File: config.mk
export PLATFORM = sky130hd
export DESIGN_NAME = wb_ram512_ctrl
export DESIGN_NICKNAME = d
export VERILOG_FILES = /design/src/rtl/wb_ram512_ctrl.sv
export SDC_FILE = /design/constraint.sdc
export NUM_CORES = 1
export LEC_CHECK = 0
export ABC_AREA = 1
export BUFFER_PORTS_ARGS = -buffer_cell sky130_fd_sc_hd__buf_2
export CORE_AREA = 2 2 117 119
export CTS_CLUSTER_DIAMETER = 60
export DETAILED_ROUTE_END_ITERATION = 10
export DIE_AREA = 0 0 119 121
export GPL_TIMING_DRIVEN = 0
export PLACE_DENSITY_LB_ADDON = 0.3
export SYNTH_ARGS = -nofsm -noshare
export SYNTH_HDL_FRONTEND = slang
export SYNTH_SLANG_ARGS = --single-unit
File: constraint.sdc
create_clock -name CLK -period 2.9 [get_ports CLK]
set_input_delay 0.145 -clock CLK [delete_from_list [all_inputs] [get_ports CLK]]
set_output_delay 0.145 -clock CLK [all_outputs]
set_load 0.05 [all_outputs]
File: src/rtl/wb_ram512_ctrl.sv
// -----------------------------------------------------------------------------
// wb_ram512_ctrl
//
// Connects a Wishbone slave port to a single-port 64-bit RAM with byte-lane
// write enables and a registered read. After reset, the controller can
// zero-fill the whole RAM (INIT state). It then serves bus requests at a rate
// of one per cycle (RUN state).
//
// Parameters
//   BITS            word address width; RAM depth is 2**BITS words of 64 bits
//   CLEAR_ON_RESET  1: zero-fill the RAM after reset, 0: go straight to RUN
//
// Ports
//   CLK        clock, rising edge
//   RST        synchronous active-high reset
//   wb_cyc     bus cycle
//   wb_stb     request strobe
//   wb_we      1 = write, 0 = read
//   wb_sel     byte lane enables (bit i covers data[8i+7:8i])
//   wb_adr     word address
//   wb_dat_w   write data
//   wb_dat_r   read data, valid with wb_ack on reads, otherwise 0
//   wb_ack     request completion, one cycle after acceptance
//   wb_stall   request not accepted this cycle
//   init_done  high while in RUN
//   ram_en     RAM port enable
//   ram_we     RAM byte write enables
//   ram_a      RAM address
//   ram_di     RAM write data
//   ram_do     RAM read data, valid one cycle after an enabled read
// -----------------------------------------------------------------------------
module wb_ram512_ctrl #(
    parameter int BITS           = 9,
    parameter bit CLEAR_ON_RESET = 1'b1
) (
    input  logic            CLK,
    input  logic            RST,
    input  logic            wb_cyc,
    input  logic            wb_stb,
    input  logic            wb_we,
    input  logic [7:0]      wb_sel,
    input  logic [BITS-1:0] wb_adr,
    input  logic [63:0]     wb_dat_w,
    output logic [63:0]     wb_dat_r,
    output logic            wb_ack,
    output logic            wb_stall,
    output logic            init_done,
    output logic            ram_en,
    output logic [7:0]      ram_we,
    output logic [BITS-1:0] ram_a,
    output logic [63:0]     ram_di,
    input  logic [63:0]     ram_do
);

    typedef enum logic {
        ST_INIT = 1'b0,
        ST_RUN  = 1'b1
    } state_t;

    localparam state_t RESET_STATE = CLEAR_ON_RESET ? ST_INIT : ST_RUN;

    state_t          state_reg;
    state_t          state_next;
    logic [BITS-1:0] cnt_reg;
    logic [BITS-1:0] cnt_next;
    logic            ack_reg;
    logic            rd_reg;

    // The reset is synchronous, but the outputs in the cycle where RST is high
    // must already look like the reset state. So the output logic uses these
    // "effective" copies instead of the raw registers.
    state_t          cur_state;
    logic [BITS-1:0] cur_cnt;
    logic            accept;
    logic            last_addr;
    logic [7:0]      req_we;

    assign cur_state = RST ? RESET_STATE : state_reg;
    assign cur_cnt   = RST ? '0 : cnt_reg;
    assign accept    = ~RST & (cur_state == ST_RUN) & wb_cyc & wb_stb;
    assign last_addr = (cnt_reg == {BITS{1'b1}});

    // Per-lane write enables. Reads drive no lanes.
    genvar gi;
    generate
        for (gi = 0; gi < 8; gi++) begin : g_lane_we
            assign req_we[gi] = wb_we & wb_sel[gi];
        end
    endgenerate

    // ---------------------------------------------------------------- state
    always_ff @(posedge CLK) begin
        if (RST) begin
            state_reg <= RESET_STATE;
            cnt_reg   <= '0;
            ack_reg   <= 1'b0;
            rd_reg    <= 1'b0;
        end else begin
            state_reg <= state_next;
            cnt_reg   <= cnt_next;
            ack_reg   <= accept;
            rd_reg    <= accept & ~wb_we;
        end
    end

    // ----------------------------------------------------------- next state
    // The fill covers each address exactly once. When the write to the last
    // address completes, the controller moves to RUN and the counter is frozen.
    always_comb begin
        state_next = state_reg;
        cnt_next   = cnt_reg;
        if (state_reg == ST_INIT) begin
            if (last_addr) begin
                state_next = ST_RUN;
            end else begin
                cnt_next = cnt_reg + BITS'(1);
            end
        end
    end

    // -------------------------------------------------------------- outputs
    always_comb begin
        ram_en   = 1'b0;
        ram_we   = 8'h00;
        ram_a    = '0;
        ram_di   = '0;
        wb_stall = 1'b1;
        case (cur_state)
            ST_INIT: begin
                ram_en = 1'b1;
                ram_we = 8'hFF;
                ram_a  = cur_cnt;
            end
            ST_RUN: begin
                // No request can be taken while reset is held.
                wb_stall = RST;
                if (accept) begin
                    ram_en = 1'b1;
                    ram_we = req_we;
                    ram_a  = wb_adr;
                    ram_di = wb_dat_w;
                end
            end
            default: ;
        endcase
    end

    // A pending ack is dropped if the master has abandoned the cycle. It is
    // also dropped if reset arrives first. The RAM access itself already took
    // place when the request was accepted.
    assign wb_ack    = ack_reg & wb_cyc & ~RST;
    assign wb_dat_r  = (wb_ack & rd_reg) ? ram_do : 64'h0;
    assign init_done = (cur_state == ST_RUN);

endmodule

==> flow_metrics.tcl, run 1 <==
set metrics [dict create \
    vias_per_cell 3.457 \
    finalMaxSlewViolations 0 \
    grt_pass1_vias 2545 \
    rows 42 \
    leakagePower_nw 2.784 \
    place_congestion 0.8042 \
    antenna_found_initial 0 \
    start_kind "flip-flop" \
    power_frac_seq_pct 27.7 \
    worst_path_most_repeated_cell "ha_1" \
    post-cts-setup-buffers 0 \
    insertion_delay_ns 0.24 \
    die_h_um 121 \
    cts_tree "yes" \
    worstPathArrival_ns 1.82 \
    period_share_pct 58.22 \
    fin_setup_tns_ns 0 \
    swShare_pct 24.71 \
    rsz0062_at_grt "false" \
    skew_ns 0.001277 \
    numCtsBuffers 3 \
    pwr-share-clk_pct 45.5 \
    detail-route-antenna-nets 0 \
    first_pass_iters 4 \
    clock_path_buffers 2 \
    largest_reg_flops 9 \
    end_kind "flip-flop" \
    crit_type "flip-flop to flip-flop" \
    setup_ws_ns 1.212 \
    crit_chain "ha_1 > nand2_1 > nor4_1 > ha_1 > inv_1 > nand2_2 > nor2_2 > o21ai_0 > nor2_1" \
    fillers 1552 \
    hp-class "primary input to flip-flop" \
    grt_max_degree 11 \
    p_int_mw 0.4695 \
    pwr-share-comb_pct 26.8 \
    overflow 0 \
    cts.clk_slew.worst_paths_ns 0.04 \
    crit_buf_inv 1 \
    hold_ws_ns 0.1623 \
    htreeDepth 1 \
    die_w_um 119 \
    cp_top_family "simple AND/OR/NAND/NOR gates" \
    fmax_ghz 0.5922 \
    drive_gt1_share_pct 48.83 \
    cpMaxStageDelayCell "dfxtp_1" \
    p_switching_mw 0.1541 \
    cts_sinks 12 \
    syn_inst 386 \
    stdcell_count 862 \
    vias 2980 \
    tightest_slew_ns 0.3399 \
    drt_wl_total_um 9597 \
    ys_seq_elements 12 \
    initial_core_util_pct 14.27 \
    maxCapViolCount 0 \
    num_io_pins 299 \
    syn-num-nets 538 \
    ys_warn_count 0 \
    fin_crit_ns 1.688 \
    avgSynthCellArea_um2 4.836 \
    fin_nets 839 \
    worstPathRequired_ns 3.03 \
    drtIter0Drc 94 \
    cts_hold_buf 0 \
    port_buffers 296 \
    powerDensity_mw_per_mm2 170.5 \
    fp.coreArea_mm2 0.01309 \
    critical-path-max-stage-delay_ns 0.37 \
    die-area_mm2 0.01440 \
    synth.distinct_cells 22 \
    area_growth_pct 95.91 \
    dp_hpwl_um 8445 \
    wl_per_cell_um 11.13 \
    finalHoldViolCount 0 \
    ys_seq_area_share_pct 12.87 \
    antenna_cells 0 \
    track_usage_pct 11.86 \
    drcViolationCount 0 \
    p_total_mw 0.6237 \
    grt_pass1_wl_um 13580 \
    finalSetupViolCount 0 \
    relSlewSlack_pct 77.26 \
    place_ws_ns 1.200 \
    root_buffer "clkbuf_16" \
    status "complete, no violations" \
    post_cts_resized 0 \
    synth_area_mm2 0.001867 \
    cp_max_fo 7 \
    place_inst 858 \
    irDropWorstVdd_v 0.0001334 \
]
## cell usage after synthesis
| library cell | instances | area (um2) |
|---|---|---|
| a21oi_1 | 5 | 25.02 |
| nor2_4 | 2 | 22.52 |
| nand2_4 | 1 | 11.26 |
| o31ai_1 | 5 | 37.54 |
| nand2_1 | 31 | 116.4 |
| nand3_1 | 8 | 40.04 |
| dfxtp_1 | 12 | 240.2 |
| nor4_1 | 1 | 6.260 |
| nor3_1 | 2 | 10.01 |
| ha_1 | 2 | 25.02 |
| clkinv_1 | 1 | 3.750 |
| nor2_2 | 11 | 68.82 |
| buf_2 | 3 | 15.01 |
| inv_2 | 2 | 7.510 |
| nor2_1 | 131 | 491.7 |
| o21ai_0 | 14 | 70.07 |
| nand2_2 | 1 | 6.260 |
| buf_4 | 6 | 45.04 |
| inv_1 | 138 | 518.0 |
| nand4_2 | 1 | 12.51 |
| buf_6 | 8 | 90.09 |
| buf_1 | 1 | 3.750 |
## metrics by stage
stage / cell area, um2 / utilization, %
floorplan: 1867 / -
finish: 3657 / 27.95
detailed placement: 3568 / 27.27
CTS: 3657 / 27.95
global route: 3657 / 27.95
global placement: 3568 / 27.27
## kinds of logic after synthesis
logic type | after synthesis | share of synthesized area (%)
flops | 12 | 12.87
compound gates | 24 | 7.105
buf+inv | 159 | 36.59
simple gates | 189 | 42.09
fa+ha+maj | 2 | 1.340
## placed cells by master (no fill, tap or decap), types with 3 or more instances in the layout
cell       instances
a21oi_1            5
buf_2            299
buf_4              6
buf_6              8
clkbuf_16          3
dfxtp_1           12
inv_1            138
nand2_1           31
nand3_1            8
nor2_1           131
nor2_2            11
o21ai_0           14
o31ai_1            5
## metal layers
metal,up-vias,global-route usage [%],share of wire [%]
met4,0,2.976,1.8
met2,128,22.20,50
met3,14,2.162,6.4
met1,1190,13.85,42
met5,-,0,0
li1,1648,-,-
## path summary, 6_finish.rpt
check | from | end | slack [ns] | depth (start not counted)
max reg2reg | cnt_reg[1]$_SDFFE_PP0P_ | cnt_reg[3]$_SDFFE_PP0P_ | 1.21 | 9
min reg2reg | cnt_reg[6]$_SDFFE_PP0P_ | cnt_reg[6]$_SDFFE_PP0P_ | 0.48 | 2
max | cnt_reg[1]$_SDFFE_PP0P_ | cnt_reg[3]$_SDFFE_PP0P_ | 1.21 | 9
min | RST | state_reg$_SDFF_PP0_ | 0.16 | 2
## layout make-up
class                      count  area [um2]  share of cell area [%]
buffer                        18       153.9                   4.208
tap                          176       220.2                   6.021
sequential                    12       240.2                   6.569
clock buffer                   4       88.84                   2.429
timing repair buffer         296        1481                   40.51
multi-input combinational    215       943.4                   25.80
inverter                     141       529.3                   14.47
## power by group through the flow
stage	clock network (mW)	registers, mW	logic [mW]
final	0.284	0.173	0.167
after global routing	0.297	0.173	0.189
after CTS	0.287	0.173	0.168
after detailed placement	0	0.176	0.167
after global placement	0	0.176	0.164
after floorplan	0	0.175	0.0617
Note: power is estimated with default switching activity, not from simulation.
==> run 2: changes to the inputs <==
Settings changed: CORE_AREA 2 2 117 119 to 2 2 115 117, DIE_AREA 0 0 119 121 to 0 0 117 119.
Clock period 2.9 ns to 1.6 ns, I/O delays scaled along.
==> flow_metrics.tcl, run 2 (same netlist as run 1, synthesis figures left out) <==
set metrics [dict create \
    rows 42 \
    cpMaxStageDelayCell "dfxtp_1" \
    htreeDepth 1 \
    rsz0062_at_grt "true" \
    root_buffer "clkbuf_16" \
    fin_util_pct 32.48 \
    min_path_cells 2 \
    status "complete, no violations" \
    cts_tree "yes" \
    initial_core_util_pct 14.50 \
    grt_use_met2_pct 21.39 \
    antenna_cells 0 \
    irDropWorstVdd_v 0.0004430 \
    tightest_slew_ns 0.4312 \
    worstPathArrival_ns 1.48 \
    critical-path-max-stage-delay_ns 0.37 \
    area_growth_pct 124.0 \
    cts.clk_slew.worst_paths_ns 0.04 \
    place_congestion 0.8369 \
    fin_nets 845 \
    port_buffers 296 \
    numCtsBuffers 3 \
    detail-route-antenna-nets 0 \
    powerDensity_mw_per_mm2 280.5 \
    num_io_pins 299 \
    fmax_ghz 0.6402 \
    clock_path_buffers 2 \
    grt_max_degree 11 \
    period_share_pct 97.62 \
    fin_crit_ns 1.562 \
    worst_path_most_repeated_cell "buf_6" \
    final_cell_mix "buf_2 (213), inv_1 (137), nor2_2 (72), nor2_1 (69), clkbuf_4 (60)" \
    dp_hpwl_um 7930 \
    drtIter0Drc 88 \
    relSlewSlack_pct 71.25 \
    worstPathRequired_ns 1.52 \
    skew_ns 0.004932 \
    crit_type "flip-flop to primary output" \
    wl_per_cell_um 10.86 \
    first_pass_iters 4 \
    met1_usage_pct 13.83 \
    cts_hold_buf 0 \
    drt_wl_total_um 9423 \
    hp-class "primary input to flip-flop" \
    grt_pass1_vias 2602 \
    layout_commonest_cell "buf_2" \
    finalMaxSlewViolations 0 \
    die-area_mm2 0.01392 \
    grt_busiest_layer "met2" \
    cp_max_fo 10 \
    leakagePower_nw 2.799 \
    die_w_um 117 \
    grt_util_met3_pct 2.595 \
    track_usage_pct 11.74 \
    end_kind "primary output" \
    stdcell_count 868 \
    drive_gt1_share_pct 60.69 \
    finalSetupViolCount 0 \
    maxCapViolCount 0 \
    crit_chain "nand4_2 > buf_6 > buf_6 > nor2_1 > buf_2" \
    start_kind "flip-flop" \
    vias_per_cell 3.561 \
    antenna_found_initial 0 \
    overflow 0 \
    finalHoldViolCount 0 \
    fp.coreArea_mm2 0.01287 \
    grt_pass1_wl_um 12970 \
    place_inst 858 \
    reg2regPathDepth 8 \
    largest_reg_flops 9 \
    die_h_um 119 \
    insertion_delay_ns 0.25 \
    cts_sinks 12 \
    vias 3091 \
    drcViolationCount 0 \
    p_total_mw 1.173 \
]
## run 2: path summary, 6_finish.rpt
kind | slack, ns | end | startpoint
setup / recovery | 0.04 | ram_di[16] | state_reg$_SDFF_PP0_
hold / removal | 0.11 | state_reg$_SDFF_PP0_ | RST
setup reg to reg | 0.07 | cnt_reg[4]$_SDFFE_PP0P_ | cnt_reg[0]$_SDFFE_PP0P_
hold reg to reg | 0.50 | cnt_reg[6]$_SDFFE_PP0P_ | cnt_reg[6]$_SDFFE_PP0P_
## run 2: repair_timing
| action | in CTS | in global routing |
|---|---|---|
| resized for setup | 8 | 128 |
| setup buffers | 1 | 5 |
| gates cloned | 0 | 0 |
| endpoints found under the hold margin | 0 | 0 |
| endpoints found under the setup margin | 18 | 94 |
| pin swaps | 2 | 5 |
## run 2: final cells by class
type                            instances  area (um2)
Clock buffer                            4       88.84
Fill cell                            1445        8693
Timing Repair Buffer                  302        1753
Inverter                              141       529.3
Multi-Input combinational cell        215        1189
Buffer                                 18       153.9
Sequential cell                        12       247.7
Tap cell                              176       220.2
## run 2: critical path: cells and delay by family (launching register included)
| family | cells | cell delay (ns) |
|---|---|---|
| DFF | 1 | 0.37 |
| and+or+nand+nor | 2 | 0.26 |
| buffers and inverters | 3 | 0.61 |
## run 2: power breakdown
part,internal (mW),switching [mW]
registers,0.307,0.00750
logic,0.180,0.158
clock network,0.378,0.142
## run 2: per-stage QoR
step                setup slack (ns)  hold WS (ns)  TNS [ns]  area (um2)
floorplan                    -0.2403        0.3142   -0.9614        2042
global placement            -0.07762        0.3561   -0.2683        3744
detailed placement          -0.08704        0.3586   -0.3225        3744
CTS                         -0.03721        0.1059  -0.03721        3866
global route                -0.03847        0.1193   -0.1312        4182
finish                       0.03801        0.1080         0        4182
## run 2: layer usage
layer  vias up  share of wire (%)  wire (um)
li1       1666                  -          -
met1      1281                 40       3804
met2       133                 51       4759
met3        11                8.1        760
met4         0                1.0         97
met5         -                  0          0
